### src/rtl/regfile_wb_queue_pkg.sv
// -----------------------------------------------------------------------------
// regfile_wb_pkg
// Shared types and constants for the register-file write-back queue.
//   XLEN       : register data width
//   REG_AW     : register address width
//   NREGS      : number of architectural registers (2**REG_AW)
//   wb_entry_t : one queued write {rd, value}
//   onehot_rd  : decodes a register address into a one-hot register mask
// -----------------------------------------------------------------------------
package regfile_wb_pkg;

    localparam int XLEN   = 32;
    localparam int REG_AW = 3;
    localparam int NREGS  = 1 << REG_AW;

    typedef struct packed {
        logic [REG_AW-1:0] rd;
        logic [XLEN-1:0]   value;
    } wb_entry_t;

    function automatic logic [NREGS-1:0] onehot_rd(input logic [REG_AW-1:0] rd_in);
        logic [NREGS-1:0] one;
        one = {{(NREGS-1){1'b0}}, 1'b1};
        return one << rd_in;
    endfunction

endpackage : regfile_wb_pkg

### src/rtl/regfile_wb_queue_if.sv
// -----------------------------------------------------------------------------
// regfile_wb_queue_if
// Bundles the producer handshakes (load unit, ALU), the drain stall, the
// register-file write port and the status outputs of the write-back queue.
//   slave  modport : seen by the queue itself
//   master modport : seen by the producers / register file / issue logic
// -----------------------------------------------------------------------------
interface regfile_wb_queue_if #(
    parameter int DEPTH = 4
) ();
    import regfile_wb_pkg::*;

    localparam int CW = $clog2(DEPTH) + 1;

    // load-unit producer
    logic              mem_valid;
    logic              mem_ready;
    logic [REG_AW-1:0] mem_rd;
    logic [XLEN-1:0]   mem_value;
    // ALU producer
    logic              alu_valid;
    logic              alu_ready;
    logic [REG_AW-1:0] alu_rd;
    logic [XLEN-1:0]   alu_value;
    // drain control and register-file write port
    logic              wb_stall;
    logic              reg_write_en;
    logic [REG_AW-1:0] rd;
    logic [XLEN-1:0]   rd_value;
    // status
    logic [NREGS-1:0]  pending;
    logic [CW-1:0]     count;
    logic              empty;

    modport slave (
        input  mem_valid, mem_rd, mem_value,
        input  alu_valid, alu_rd, alu_value,
        input  wb_stall,
        output mem_ready, alu_ready,
        output reg_write_en, rd, rd_value,
        output pending, count, empty
    );

    modport master (
        output mem_valid, mem_rd, mem_value,
        output alu_valid, alu_rd, alu_value,
        output wb_stall,
        input  mem_ready, alu_ready,
        input  reg_write_en, rd, rd_value,
        input  pending, count, empty
    );

endinterface : regfile_wb_queue_if

### src/rtl/regfile_wb_queue_wb_fifo.sv
// -----------------------------------------------------------------------------
// wb_fifo
// Synchronous in-order FIFO of wb_entry_t. Pointers wrap naturally because
// DEPTH is a power of two.
//   clk, reset     : clock, synchronous active-high reset
//   i_push/i_data  : enqueue one entry (caller guarantees !o_full)
//   i_pop          : dequeue the head (caller guarantees o_count != 0)
//   o_head         : entry at the read pointer
//   o_full/o_count : occupancy
//   o_entry_valid  : per-slot occupied flag
//   o_entry_rd     : per-slot destination register tap
// -----------------------------------------------------------------------------
module wb_fifo
    import regfile_wb_pkg::*;
#(
    parameter int DEPTH = 4
) (
    input  logic                           clk,
    input  logic                           reset,
    input  logic                           i_push,
    input  wb_entry_t                      i_data,
    input  logic                           i_pop,
    output wb_entry_t                      o_head,
    output logic                           o_full,
    output logic [$clog2(DEPTH):0]         o_count,
    output logic [DEPTH-1:0]               o_entry_valid,
    output logic [DEPTH-1:0][REG_AW-1:0]   o_entry_rd
);

    localparam int PW = $clog2(DEPTH);
    localparam int CW = PW + 1;
    localparam logic [PW-1:0] PTR_ONE = PW'(1'b1);
    localparam logic [CW-1:0] CNT_ONE = CW'(1'b1);
    localparam logic [CW-1:0] CNT_MAX = CW'(DEPTH);

    wb_entry_t     r_mem [DEPTH];
    logic [PW-1:0] r_wr_ptr;
    logic [PW-1:0] r_rd_ptr;
    logic [CW-1:0] r_count;
    logic [PW-1:0] w_off;

    // Pointer and occupancy bookkeeping; push+pop together leaves count unchanged.
    always_ff @(posedge clk) begin
        if (reset) begin
            r_wr_ptr <= {PW{1'b0}};
            r_rd_ptr <= {PW{1'b0}};
            r_count  <= {CW{1'b0}};
        end else begin
            if (i_push) begin
                r_wr_ptr <= r_wr_ptr + PTR_ONE;
            end
            if (i_pop) begin
                r_rd_ptr <= r_rd_ptr + PTR_ONE;
            end
            case ({i_push, i_pop})
                2'b10:   r_count <= r_count + CNT_ONE;
                2'b01:   r_count <= r_count - CNT_ONE;
                default: r_count <= r_count;
            endcase
        end
    end

    // Entry storage; contents are don't-care once the slot is unoccupied.
    always_ff @(posedge clk) begin
        if (!reset && i_push) begin
            r_mem[r_wr_ptr] <= i_data;
        end
    end

    // A slot is occupied when its distance from the read pointer is below count.
    always_comb begin
        w_off         = {PW{1'b0}};
        o_entry_valid = {DEPTH{1'b0}};
        o_entry_rd    = {(DEPTH*REG_AW){1'b0}};
        for (int i = 0; i < DEPTH; i++) begin
            w_off            = PW'(i) - r_rd_ptr;
            o_entry_valid[i] = ({1'b0, w_off} < r_count);
            o_entry_rd[i]    = r_mem[i].rd;
        end
    end

    assign o_head  = r_mem[r_rd_ptr];
    assign o_full  = (r_count == CNT_MAX);
    assign o_count = r_count;

endmodule : wb_fifo

### src/rtl/regfile_wb_queue.sv
// -----------------------------------------------------------------------------
// regfile_wb_queue
// Sole writer of the register file's write port. Arbitrates the load unit
// (priority) and the ALU into an in-order FIFO, drops writes to x0, drains
// one entry per cycle into registered write-port outputs, and publishes a
// per-register pending mask for issue-side hazard checks.
//   clk, reset : clock, synchronous active-high reset
//   bus        : regfile_wb_queue_if slave modport (handshakes, write port,
//                pending / count / empty status)
// -----------------------------------------------------------------------------
module regfile_wb_queue
    import regfile_wb_pkg::*;
#(
    parameter int DEPTH = 4
) (
    input  logic               clk,
    input  logic               reset,
    regfile_wb_queue_if.slave  bus
);

    localparam int CW = $clog2(DEPTH) + 1;
    localparam logic [REG_AW-1:0] X0 = {REG_AW{1'b0}};

    logic                         w_full;
    logic [CW-1:0]                w_count;
    logic                         w_mem_ready;
    logic                         w_alu_ready;
    logic                         w_mem_fire;
    logic                         w_alu_fire;
    logic                         w_push;
    logic                         w_pop;
    wb_entry_t                    w_push_data;
    wb_entry_t                    w_head;
    logic [DEPTH-1:0]             w_entry_valid;
    logic [DEPTH-1:0][REG_AW-1:0] w_entry_rd;
    logic [NREGS-1:0]             w_pending;

    logic                         r_we;
    logic [REG_AW-1:0]            r_rd;
    logic [XLEN-1:0]              r_rd_value;

    // Readiness looks only at occupancy (no fall-through on a same-cycle pop),
    // so there is no path from alu_valid to either ready.
    assign w_mem_ready = !w_full;
    assign w_alu_ready = !w_full && !bus.mem_valid;
    assign w_mem_fire  = bus.mem_valid && w_mem_ready;
    assign w_alu_fire  = bus.alu_valid && w_alu_ready;
    assign w_pop       = (w_count != {CW{1'b0}}) && !bus.wb_stall;

    // Select the accepted producer; x0 writes are acknowledged but never enqueued.
    always_comb begin
        w_push      = 1'b0;
        w_push_data = '{rd: X0, value: {XLEN{1'b0}}};
        if (w_mem_fire) begin
            w_push      = (bus.mem_rd != X0);
            w_push_data = '{rd: bus.mem_rd, value: bus.mem_value};
        end else if (w_alu_fire) begin
            w_push      = (bus.alu_rd != X0);
            w_push_data = '{rd: bus.alu_rd, value: bus.alu_value};
        end else begin
            w_push      = 1'b0;
        end
    end

    wb_fifo #(.DEPTH(DEPTH)) u_fifo (
        .clk           (clk),
        .reset         (reset),
        .i_push        (w_push),
        .i_data        (w_push_data),
        .i_pop         (w_pop),
        .o_head        (w_head),
        .o_full        (w_full),
        .o_count       (w_count),
        .o_entry_valid (w_entry_valid),
        .o_entry_rd    (w_entry_rd)
    );

    // Write-port registers; address and data hold when nothing is popped.
    always_ff @(posedge clk) begin
        if (reset) begin
            r_we       <= 1'b0;
            r_rd       <= X0;
            r_rd_value <= {XLEN{1'b0}};
        end else if (w_pop) begin
            r_we       <= 1'b1;
            r_rd       <= w_head.rd;
            r_rd_value <= w_head.value;
        end else begin
            r_we       <= 1'b0;
        end
    end

    // Pending mask: every queued destination plus the one being presented.
    always_comb begin
        w_pending = {NREGS{1'b0}};
        for (int i = 0; i < DEPTH; i++) begin
            if (w_entry_valid[i]) begin
                w_pending = w_pending | onehot_rd(w_entry_rd[i]);
            end else begin
                w_pending = w_pending;
            end
        end
        if (r_we) begin
            w_pending = w_pending | onehot_rd(r_rd);
        end else begin
            w_pending = w_pending;
        end
    end

    assign bus.mem_ready    = w_mem_ready;
    assign bus.alu_ready    = w_alu_ready;
    assign bus.reg_write_en = r_we;
    assign bus.rd           = r_rd;
    assign bus.rd_value     = r_rd_value;
    assign bus.pending      = w_pending;
    assign bus.count        = w_count;
    assign bus.empty        = (w_count == {CW{1'b0}}) && !r_we;

endmodule : regfile_wb_queue
### src/flat_wrapper.sv
// flat-port wrapper written by rule: the top's interface ports become plain ports
module regfile_wb_queue_flat import regfile_wb_pkg::*;
#(
    parameter int DEPTH = 4
)
  (clk, reset, bus_mem_valid, bus_mem_rd, bus_mem_value, bus_alu_valid, bus_alu_rd, bus_alu_value, bus_wb_stall, bus_mem_ready, bus_alu_ready, bus_reg_write_en, bus_rd, bus_rd_value, bus_pending, bus_count, bus_empty);
  regfile_wb_queue_if #(.DEPTH(DEPTH)) bus_i ();
  input  logic clk;
  input  logic reset;
  input wire logic [$bits(bus_i.mem_valid)-1:0] bus_mem_valid;
  input wire logic [$bits(bus_i.mem_rd)-1:0] bus_mem_rd;
  input wire logic [$bits(bus_i.mem_value)-1:0] bus_mem_value;
  input wire logic [$bits(bus_i.alu_valid)-1:0] bus_alu_valid;
  input wire logic [$bits(bus_i.alu_rd)-1:0] bus_alu_rd;
  input wire logic [$bits(bus_i.alu_value)-1:0] bus_alu_value;
  input wire logic [$bits(bus_i.wb_stall)-1:0] bus_wb_stall;
  output wire logic [$bits(bus_i.mem_ready)-1:0] bus_mem_ready;
  output wire logic [$bits(bus_i.alu_ready)-1:0] bus_alu_ready;
  output wire logic [$bits(bus_i.reg_write_en)-1:0] bus_reg_write_en;
  output wire logic [$bits(bus_i.rd)-1:0] bus_rd;
  output wire logic [$bits(bus_i.rd_value)-1:0] bus_rd_value;
  output wire logic [$bits(bus_i.pending)-1:0] bus_pending;
  output wire logic [$bits(bus_i.count)-1:0] bus_count;
  output wire logic [$bits(bus_i.empty)-1:0] bus_empty;
  assign bus_i.mem_valid = bus_mem_valid;
  assign bus_i.mem_rd = bus_mem_rd;
  assign bus_i.mem_value = bus_mem_value;
  assign bus_i.alu_valid = bus_alu_valid;
  assign bus_i.alu_rd = bus_alu_rd;
  assign bus_i.alu_value = bus_alu_value;
  assign bus_i.wb_stall = bus_wb_stall;
  assign bus_mem_ready = bus_i.mem_ready;
  assign bus_alu_ready = bus_i.alu_ready;
  assign bus_reg_write_en = bus_i.reg_write_en;
  assign bus_rd = bus_i.rd;
  assign bus_rd_value = bus_i.rd_value;
  assign bus_pending = bus_i.pending;
  assign bus_count = bus_i.count;
  assign bus_empty = bus_i.empty;
  regfile_wb_queue #(.DEPTH(DEPTH)) u_core (.clk(clk), .reset(reset), .bus(bus_i));
endmodule
### config.mk
export PLATFORM = sky130hd
export DESIGN_NAME = regfile_wb_queue_flat
export DESIGN_NICKNAME = d
export VERILOG_FILES = /design/src/rtl/regfile_wb_queue_pkg.sv /design/src/rtl/regfile_wb_queue_if.sv /design/src/rtl/regfile_wb_queue_wb_fifo.sv /design/src/rtl/regfile_wb_queue.sv /design/src/flat_wrapper.sv
export SDC_FILE = /design/constraint.sdc
export NUM_CORES = 1
export LEC_CHECK = 0
export CAP_MARGIN = 0
export CORE_AREA = 5 5 135 137
export DETAILED_ROUTE_END_ITERATION = 16
export DIE_AREA = 0 0 140 142
export HOLD_SLACK_MARGIN = 0.12
export PLACE_DENSITY_LB_ADDON = 0.12
export SLEW_MARGIN = 20
export SYNTH_ARGS = -nofsm -noshare
export SYNTH_HDL_FRONTEND = slang
export SYNTH_HIERARCHICAL = 1
export SYNTH_SLANG_ARGS = --single-unit
export TNS_END_PERCENT = 100
### constraint.sdc
create_clock -name clk -period 3 [get_ports clk]
set_input_delay 0.45 -clock clk [delete_from_list [all_inputs] [get_ports clk]]
set_output_delay 0.45 -clock clk [all_outputs]
set_load 0.05 [all_outputs]
==> metrics <==
Routed WL per cell slightly below 20 um; Mapped Nets 607; highest ir drop seen on vdd 0.554 mV; most common cell after layout, fill and taps aside sky130_fd_sc_hd__edfxtp_1; Skew-Pair Late Insertion Delay 420 ps; die area 0.0199 mm2; number of clock sinks 185; final number of setup-violating endpoints 0; worst endpoint data arrival time ~2500 ps; area of the placeable core 0.0169 mm2; startpoint types register; most used cells in the layout excluding fill and tap cells sky130_fd_sc_hd__edfxtp_1 (140), sky130_fd_sc_hd__clkdlybuf4s50_1 (115), sky130_fd_sc_hd__nand2b_1 (70); aggregate global-route resource usage between 10% and 20%; area growth from synthesis to final layout 27.2%; Antenna Violating Nets Remaining 0; setup repair after global routing missed its margin yes; upper clock frequency limit 339 MHz; clock period minus worst slack 2950 ps; number of fill cells 1289; per-cell via count in the routed design 5.49; initial standard-cell utilization of the core 48.1%; half-perimeter wire length of the detailed placement result 11600 um; max-slew violations 0; Synthesis Warnings 6; die boundary width 140 um; DRC violation count after routing 0; fin nets 734; sum of overflow across all layers after global routing 0; final count of hold timing violations 0; Seq/Total Area, Yosys 62.7%; cell area reported after detailed placement 0.00957 mm2; number of max-cap violations 0; Inserted Clock Buffers 17; static leakage power 3.55 nW; Yosys reg bits 185; worst-case hold slack ~480 ps; TritonRoute pass-1 iters 4; Sequential Power Share 38.4%; vias after detailed routing 4866; number of enable-type register cells in the synthesized netlist 140; worst min-delay path category reg -> reg; Post-Synthesis Cells 522; FFs w/ async S/R, synth 0%; first-iteration detailed-routing DRC count 208; slack of the worst reg-to-reg path around 320 ps; part of the total power dissipated in the clock network 25.0%; count of boundary I/O pins about 130; Post-Layout Inst Area a little over 0.01 mm2; Avg Cell Area, Syn 15.6 um2; actual slew at the worst max-slew pin 732 ps; power density over the cells ~860 mW/mm2; # hold bufs at CTS 0; root buffer selected by CTS sky130_fd_sc_hd__clkbuf_16; class of the most critical setup path reg -> out; buffers from clock root to sink, at most 2; run status complete, no violations; part of the total power dissipated in combinational logic 36.6%; predominant post-synthesis flop cell sky130_fd_sc_hd__edfxtp_1; number of distinct library cells after synthesis 51; CP Max Fanout 4; final routed wirelength across all metal layers 17600 um; switching power about 0.0031 W; Routability Congestion roughly 0.90; number of input and output port buffers inserted 124; number of global-route vias before repair 5155; Worst-path clk slew about 70 ps; vertical die dimension 142 um; internal power 0.00586 W; switch share 34.4%; TritonCTS clock tree done; kind of end point of the critical path primary output; ANT cells 0; initial antenna violation count 0; global-route wire length before repair 28000 um; htree depth 4; share of the clock period used by the worst path after layout between 90% and 100%; share of final-layout standard cells stronger than drive strength 1 about a fifth; Netlist Area Pre-Place 0.00814 mm2; required time of the critical path 2550 ps; relative slew slack about half; largest net degree at the start of global routing 80; Site Rows 48; worst clock skew 9.51 ps
-- stage by stage --
stage | TNS, ps | setup WS [ps] | cells | power [W] | util (%)
after floorplan | -7970 | -56.9 | 522 | 0.00564 | -
after global placement | 0 | 224 | 849 | 0.00649 | 56.5
after detailed placement | 0 | 180 | 849 | 0.00653 | 56.5
after CTS | 0 | 6.12 | 887 | 0.00893 | 60.6
after global routing | -29.4 | -26.7 | 887 | 0.00933 | 61.1
final | 0 | 50.2 | 887 | 0.00893 | 61.1
-- critical path, stage by stage (launching register included) --
cell and delay, ps:
sky130_fd_sc_hd__dfxtp_4 390, sky130_fd_sc_hd__inv_2 60, sky130_fd_sc_hd__ha_4 260, sky130_fd_sc_hd__a21oi_1 60
sky130_fd_sc_hd__or2_4 250, sky130_fd_sc_hd__and2_4 170, sky130_fd_sc_hd__a22o_1 210, sky130_fd_sc_hd__or4_4 520
sky130_fd_sc_hd__buf_8 170
-- logic make-up after synthesis --
| family | synth area share, % |
|---|---|
| AO/OA/AOI/OAI | 5.61 |
| XOR/XNOR | 0.646 |
| adder cells (fa/ha/maj) | 1.63 |
| buffers and inverters | 3.77 |
| flip-flops | 62.7 |
| multiplexers | 14.3 |
| AND/OR/NAND/NOR | 11.3 |
-- final timing paths --
kind,from,endpoint,depth (start not counted)
max,u_core/u_fifo/r_rd_ptr[1],bus_pending[4],8
max reg2reg,u_core/u_fifo/o_count[2],u_core/u_fifo/o_count[2],11
min reg2reg,u_core/bus.rd_value[25],u_core/bus.rd_value[25],2
min,u_core/bus.rd_value[25],u_core/bus.rd_value[25],2
-- flip-flops by register name (all words and copies together) (netlist names), named ones only --
register	flops
u_core/u_fifo/r_wr_ptr	2
u_core/u_fifo/o_count	3
u_core/u_fifo/r_mem	140
u_core/bus.rd	3
u_core/bus.rd_value	32
u_core/u_fifo/r_rd_ptr	2
u_core/bus.reg_write_en	1
-- cell type report --
cell class / instances / area, um2 / share of cell area [%]
flip-flops and latches: 185 / 5120 / 49.4
multi-input cells: 289 / 2850 / 27.6
repair buffers: 147 / 1470 / 14.2
clock buffers: 19 / 433 / 4.18
well taps: 225 / 282 / 2.72
clock inverters: 13 / 165 / 1.60
inverters: 9 / 33.8 / 0.326
-- Yosys cell counts (6+ instances only) --
cell,instances,area share (%)
sky130_fd_sc_hd__inv_1,9,0.42
sky130_fd_sc_hd__nor2b_1,8,0.61
sky130_fd_sc_hd__nand2b_1,70,5.4
sky130_fd_sc_hd__edfxtp_1,140,52
sky130_fd_sc_hd__a21oi_1,6,0.37
sky130_fd_sc_hd__a22o_1,36,3.9
sky130_fd_sc_hd__buf_4,15,1.4
sky130_fd_sc_hd__and2_1,6,0.46
sky130_fd_sc_hd__nand2_1,7,0.32
sky130_fd_sc_hd__ha_1,9,1.4
sky130_fd_sc_hd__clkbuf_1,9,0.42
sky130_fd_sc_hd__buf_2,10,0.61
sky130_fd_sc_hd__mux4_2,30,8.3
sky130_fd_sc_hd__mux2i_1,36,4.4
sky130_fd_sc_hd__nand4_1,7,0.54
sky130_fd_sc_hd__dfxtp_1,45,11
sky130_fd_sc_hd__nor2_1,15,0.69
-- layer usage --
layer / vias up / wire length (um) / GRT usage, %
met3: 22 / 858 / 3.63
li1: 2261 / - / -
met2: 144 / 8920 / 31.6
met1: 2439 / 7580 / 23.2
met4: 0 / 288 / 6.12
met5: - / 0 / 0
-- repair_timing --
action                                  in CTS  in global routing
pin swaps                                    5                  6
setup buffers                                6                  0
endpoints found under the setup margin       2                  4
gates resized for setup                     17                 15
-- power groups by stage --
stage / Clock, W / Sequential (W) / Combinational (W)
floorplan: 0 / 0.00386 / 0.00178
global placement: 0 / 0.00346 / 0.00304
detailed placement: 0 / 0.00348 / 0.00305
CTS: 0.00228 / 0.00342 / 0.00322
global route: 0.00237 / 0.00347 / 0.00348
finish: 0.00223 / 0.00343 / 0.00327
(Power assumes the default switching activity.)
